`src/rtl/pipe_skid_reg.sv`:
```
`default_nettype none
// +--------------------------------------------------------------------------+
// | pipe_skid_reg : registered valid/ready pipeline stage with a skid buffer |
// | Optional statistics counters enabled by macro PIPE_SKID_REG_STATS_EN.    |
// | Revision: 1.0                                                            |
// +--------------------------------------------------------------------------+
module pipe_skid_reg #(
  parameter int                DATA_W = 96,
  parameter logic [DATA_W-1:0] BUBBLE = {64'h0, 32'h00000013},
  parameter int                CNT_W  = 16
) (
  input  logic              clk,
  input  logic              rst,
  input  logic              flush,
  input  logic              in_valid,
  output logic              in_ready,
  input  logic [DATA_W-1:0] in_data,
  output logic              out_valid,
  input  logic              out_ready,
  output logic [DATA_W-1:0] out_data
`ifdef PIPE_SKID_REG_STATS_EN
  ,
  output logic [CNT_W-1:0]  stall_cnt,
  output logic [CNT_W-1:0]  flush_cnt
`endif
);

  typedef enum logic [1:0] {
    EMPTY = 2'd0,
    ONE   = 2'd1,
    FULL  = 2'd2
  } state_t;

  state_t            state;
  logic [DATA_W-1:0] skid_reg;
  logic              in_xfer;
  logic              out_xfer;

  assign in_xfer  = in_valid & in_ready;
  assign out_xfer = out_valid & out_ready;

  // out_data is the main register itself; it is parked at BUBBLE whenever
  // the stage is empty so downstream always sees a NOP when nothing is valid.
  always_ff @(posedge clk) begin
    if (rst || flush) begin
      state     <= EMPTY;
      out_data  <= BUBBLE;
      skid_reg  <= BUBBLE;
      in_ready  <= 1'b1;
      out_valid <= 1'b0;
    end else begin
      case (state)
        EMPTY: begin
          if (in_xfer) begin
            state     <= ONE;
            out_data  <= in_data;
            out_valid <= 1'b1;
            in_ready  <= 1'b1;
          end
        end
        ONE: begin
          if (in_xfer && out_xfer) begin
            out_data <= in_data;
          end else if (in_xfer) begin
            state    <= FULL;
            skid_reg <= in_data;
            in_ready <= 1'b0;
          end else if (out_xfer) begin
            state     <= EMPTY;
            out_data  <= BUBBLE;
            out_valid <= 1'b0;
          end
        end
        FULL: begin
          // in_ready is low here, so the skid register is only ever read.
          if (out_xfer) begin
            state    <= ONE;
            out_data <= skid_reg;
            in_ready <= 1'b1;
          end
        end
        default: begin
          state     <= EMPTY;
          out_data  <= BUBBLE;
          in_ready  <= 1'b1;
          out_valid <= 1'b0;
        end
      endcase
    end
  end

`ifdef PIPE_SKID_REG_STATS_EN
  localparam logic [CNT_W-1:0] CNT_INC = {{(CNT_W-1){1'b0}}, 1'b1};
  localparam logic [CNT_W-1:0] CNT_MAX = {CNT_W{1'b1}};

  // A flush only counts when it actually throws away a held entry.
  always_ff @(posedge clk) begin
    if (rst) begin
      stall_cnt <= '0;
      flush_cnt <= '0;
    end else begin
      if (out_valid && !out_ready && stall_cnt != CNT_MAX) begin
        stall_cnt <= stall_cnt + CNT_INC;
      end
      if (flush && out_valid && flush_cnt != CNT_MAX) begin
        flush_cnt <= flush_cnt + CNT_INC;
      end
    end
  end
`endif

endmodule
`default_nettype wire
```
`config.mk`:
```
export PLATFORM = sky130hd
export DESIGN_NAME = pipe_skid_reg
export DESIGN_NICKNAME = d
export VERILOG_FILES = /design/src/rtl/pipe_skid_reg.sv
export SDC_FILE = /design/constraint.sdc
export NUM_CORES = 1
export LEC_CHECK = 0
export ABC_CLOCK_PERIOD_IN_PS = 1800
export CORE_ASPECT_RATIO = 0.8
export CORE_MARGIN = 5
export CORE_UTILIZATION = 48
export DETAILED_ROUTE_END_ITERATION = 10
export GPL_TIMING_DRIVEN = 0
export HOLD_SLACK_MARGIN = 0.06
export MAX_ROUTING_LAYER = met4
export PLACE_DENSITY = 0.76
export SYNTH_ARGS = -nofsm -noshare
export SYNTH_HDL_FRONTEND = slang
export SYNTH_SLANG_ARGS = --single-unit
```
`constraint.sdc`:
```
create_clock -name clk -period 1.8 [get_ports clk]
set_input_delay 0.27 -clock clk [delete_from_list [all_inputs] [get_ports clk]]
set_output_delay 0.27 -clock clk [all_outputs]
set_load 0.01 [all_outputs]
```
==> results.rst <==
.. list-table::
   :header-rows: 1

   * - Metric
     - Value
   * - Clock Tree Root
     - sky130_fd_sc_hd__clkbuf_16
   * - Number of clock buffers inserted by TritonCTS
     - 17
   * - Peak supply drop
     - ~0.77 mV
   * - Gate family responsible for the most delay along the worst path
     - buffers and inverters
   * - Post-DP HPWL
     - around 14000 um
   * - Number of buffers added on ports
     - between 150 and 200
   * - Final period utilization
     - roughly 96%
   * - Gate Count Post-Synth
     - slightly below 800
   * - Largest fanout on the critical path
     - 10
   * - Routability congestion estimate from global placement
     - about 0.84
   * - Total number of yosys warnings
     - 0
   * - Final non-filler cell total
     - roughly 1200
   * - Number of antenna violations at the first check in global routing
     - 0
   * - Remaining global-route overflow
     - 0
   * - Post-route ant nets
     - 0
   * - Crit-path max cell delay
     - roughly 0.52 ns
   * - Number of design rule violations left after detail routing
     - 0
   * - CP Data Required Time
     - roughly 2.1 ns
   * - Placed cell areas
     - 9694 um^2
   * - Worst Setup Start Kind
     - input pin
   * - Worst hold slack across all endpoints
     - 0.3417 ns
   * - Post-Place Setup Slack
     - -0.6755 ns
   * - Pre-antenna DRT Iters
     - 5
   * - Area of the mapped netlist
     - about 7400 um^2
   * - Starting density of the core
     - between 40% and 50%
   * - Launching point of the worst reg2reg path
     - state[0]
   * - Hold Vio Cnt, Final
     - 0
   * - Area inside the core boundary
     - 15110 um^2
   * - Row Count
     - 40
   * - Unrepaired setup endpoints after global routing
     - false
   * - Nets in the synthesized netlist
     - about 900
   * - TritonCTS clock tree
     - built
   * - Max Fclk
     - just under 0.6 GHz
   * - Slew HR
     - a little over three fifths
   * - GRT Util Overall
     - approximately a quarter
   * - Arrival time of the worst setup path
     - ~2 ns
   * - Maximum capacitance violations
     - 0
   * - Number of diodes added for antenna fixing
     - 0
   * - Total detailed-routing wirelength
     - approximately 21000 um
   * - Outcome
     - completed
   * - H-tree levels
     - 4
   * - Cell at the slowest stage of the critical path
     - sky130_fd_sc_hd__clkdlybuf4s50_1
   * - Critical-path cell list
     - clkdlybuf4s50_1 > or2_2 > clkbuf_1 > clkbuf_2 > clkbuf_1 > a21oi_1
   * - Fill cell instance count of the final layout
     - roughly 1200
   * - Routed wire length per instance
     - 16.91 um
   * - Drt via density
     - ~5.2
   * - Via count of the first global-routing pass
     - approximately 6200
   * - Final Skew
     - between 0.015 and 0.02 ns
   * - Number of distinct library cells after synthesis
     - 29
   * - Fin crit period
     - roughly 1.7 ns
   * - Clock insertion delay at the later pin of the skew report
     - approximately 0.43 ns
   * - Setup Total Neg Slack
     - 0 ns
   * - Startpoint of the tightest hold check path
     - in_valid
   * - Global-route wire length before repair
     - roughly 33000 um
   * - Number of placed instances, taps included
     - between 1000 and 1500
   * - Clock slew at the register clock pins of the worst setup and hold paths
     - roughly 0.07 ns
   * - Sequential share of the synthesized area
     - around 53%
   * - Share of post-route cells with drive strength above 1
     - around 10%
   * - Category of the critical setup timing path
     - in2reg
   * - Min setup slack post-route
     - roughly 0.074 ns
   * - Setup crit start
     - flush
   * - Setup violation total in the final timing report
     - 0
   * - Cell seen most often among critical-path stages
     - sky130_fd_sc_hd__clkbuf_1
   * - Nets@finish
     - roughly 1100
   * - Vertical die dimension
     - roughly 120 um
   * - Cell area after layout
     - ~10000 um^2
   * - Pwr per Cell Area
     - 881.4 nW/um^2
   * - CTS Buffer Depth
     - 2
   * - Largest net degree at the start of global routing
     - 18
   * - Number of flip-flops and latches in the synthesized netlist
     - slightly below 200
   * - Leak Pwr
     - between 3 and 4 nW
   * - Number of sinks on the clock net
     - 196
   * - DR vias
     - 6443
   * - Mean post-synth cell area
     - approximately 9.5 um^2
   * - Initial detailed-routing violation count
     - 288
   * - Type of the most critical hold path
     - in2reg
   * - Actual transition at the worst max-transition pin
     - roughly 0.56 ns
   * - Kind of capture point of the worst setup path
     - flop
   * - Die Area
     - between 15000 and 20000 um^2
   * - Final count of pins violating max slew
     - 0
   * - Count of pins on the block boundary
     - around 200
   * - Buffers & Inverters on Critical Path
     - 4
   * - Area grow syn2layout
     - 40.02%
   * - Die width
     - approximately 150 um
power by group:
| group | switching, mW | internal [mW] |
|---|---|---|
| Combinational | 0.437 | 0.487 |
| Clock | 1.71 | 2.06 |
| Sequential | 0.0594 | 4.44 |
| Total | 2.21 | 6.98 |
cell families (layout without fill, tap and decap cells):
logic type,Yosys count,count (layout),synth area share [%]
buf+inv,66,300,3.897
flops,196,196,52.67
simple gates,225,225,12.03
mux,95,95,12.78
compound gates,204,204,18.63
per-stage QoR:
stage | total power [mW] | utilization [%]
after floorplan | 4.945 | -
after global placement | 5.479 | 64.14
after detailed placement | 5.483 | 64.14
after CTS | 9.232 | 68.55
after global routing | 9.525 | 69.01
final | 9.195 | 69.01
repair_timing:
action                                  in CTS  in global routing
pin swaps                                    2                  0
hold buffers                                 0                  0
resized for setup                           32                 44
buffers inserted                             4                  1
endpoints found under the setup margin     186                184
Yosys cell counts, drive strengths merged:
master   instances  area (um^2)
a211oi           1        7.510
a21boi           1        11.26
a21oi           99        495.5
a221o            1        10.01
a31oi            1        6.260
and2             1        6.260
and3             1        6.260
buf             35        173.9
clkbuf          29        108.9
dfxtp          196         3924
inv              2        7.510
mux2             1        11.26
mux2i           94        940.9
nand2          198        743.2
nand3            9        45.04
nand3b           1        7.510
nand4            1        6.260
nand4b           1        8.760
nor2             4        15.01
nor3             4        20.02
nor3b            1        12.51
o21a             1        7.510
o21ai            7        35.03
o2bb2ai         93        814.5
or2              1        6.260
or3              3        18.77
placed cells by master (no fill, tap or decap), types with 2 or more instances in the layout:
| master | n |
|---|---|
| sky130_fd_sc_hd__a21oi_1 | 99 |
| sky130_fd_sc_hd__nor2_1 | 3 |
| sky130_fd_sc_hd__nand3_1 | 9 |
| sky130_fd_sc_hd__clkinv_2 | 4 |
| sky130_fd_sc_hd__clkdlybuf4s50_1 | 197 |
| sky130_fd_sc_hd__nand2_1 | 197 |
| sky130_fd_sc_hd__nor3_1 | 4 |
| sky130_fd_sc_hd__o21ai_0 | 5 |
| sky130_fd_sc_hd__dfxtp_1 | 193 |
| sky130_fd_sc_hd__clkbuf_2 | 15 |
| sky130_fd_sc_hd__bufinv_16 | 2 |
| sky130_fd_sc_hd__inv_6 | 4 |
| sky130_fd_sc_hd__or3_1 | 3 |
| sky130_fd_sc_hd__inv_1 | 2 |
| sky130_fd_sc_hd__o2bb2ai_1 | 93 |
| sky130_fd_sc_hd__buf_4 | 19 |
| sky130_fd_sc_hd__mux2i_1 | 94 |
| sky130_fd_sc_hd__clkinvlp_4 | 3 |
| sky130_fd_sc_hd__clkbuf_4 | 7 |
| sky130_fd_sc_hd__clkbuf_1 | 8 |
| sky130_fd_sc_hd__buf_2 | 17 |
| sky130_fd_sc_hd__clkinv_4 | 2 |
| sky130_fd_sc_hd__dfxtp_2 | 3 |
| sky130_fd_sc_hd__clkbuf_16 | 17 |
tightest hold or removal path, cell delays in order:
cell and delay (ns):
sky130_fd_sc_hd__dlymetal6s2s_1 0.19, sky130_fd_sc_hd__nand2_1 0.09, sky130_fd_sc_hd__a21oi_1 0.06, sky130_fd_sc_hd__o21ai_0 0.12
area by class of cell:
| class | count | area [um^2] | share of cell area [%] |
|---|---|---|---|
| flip-flops and latches | 196 | 3928 | 37.65 |
| clock inverters | 15 | 155.1 | 1.487 |
| plain buffers | 63 | 362.8 | 3.478 |
| clock buffers | 17 | 425.4 | 4.078 |
| repair buffers | 203 | 2022 | 19.38 |
| multi-input cells | 524 | 3268 | 31.33 |
| inverters | 2 | 7.507 | 0.07197 |
| well taps | 210 | 262.8 | 2.519 |
metal layers:
metal	up-vias	GRT usage [%]	share of wire [%]
li1	3204	-	-
met1	3063	32.34	47
met2	164	34.19	45
met3	12	6.572	7.0
met4	0	6.003	0.87
met5	-	-	0
worst paths after layout:
check            endpoint  slack [ns]  cells after the start
max reg2reg  skid_reg[74]        0.11                      6
min              in_ready        0.34                      4
max          skid_reg[74]        0.07                      6
min reg2reg  skid_reg[19]        0.45                      2
Power figures use the tool's default switching activity.
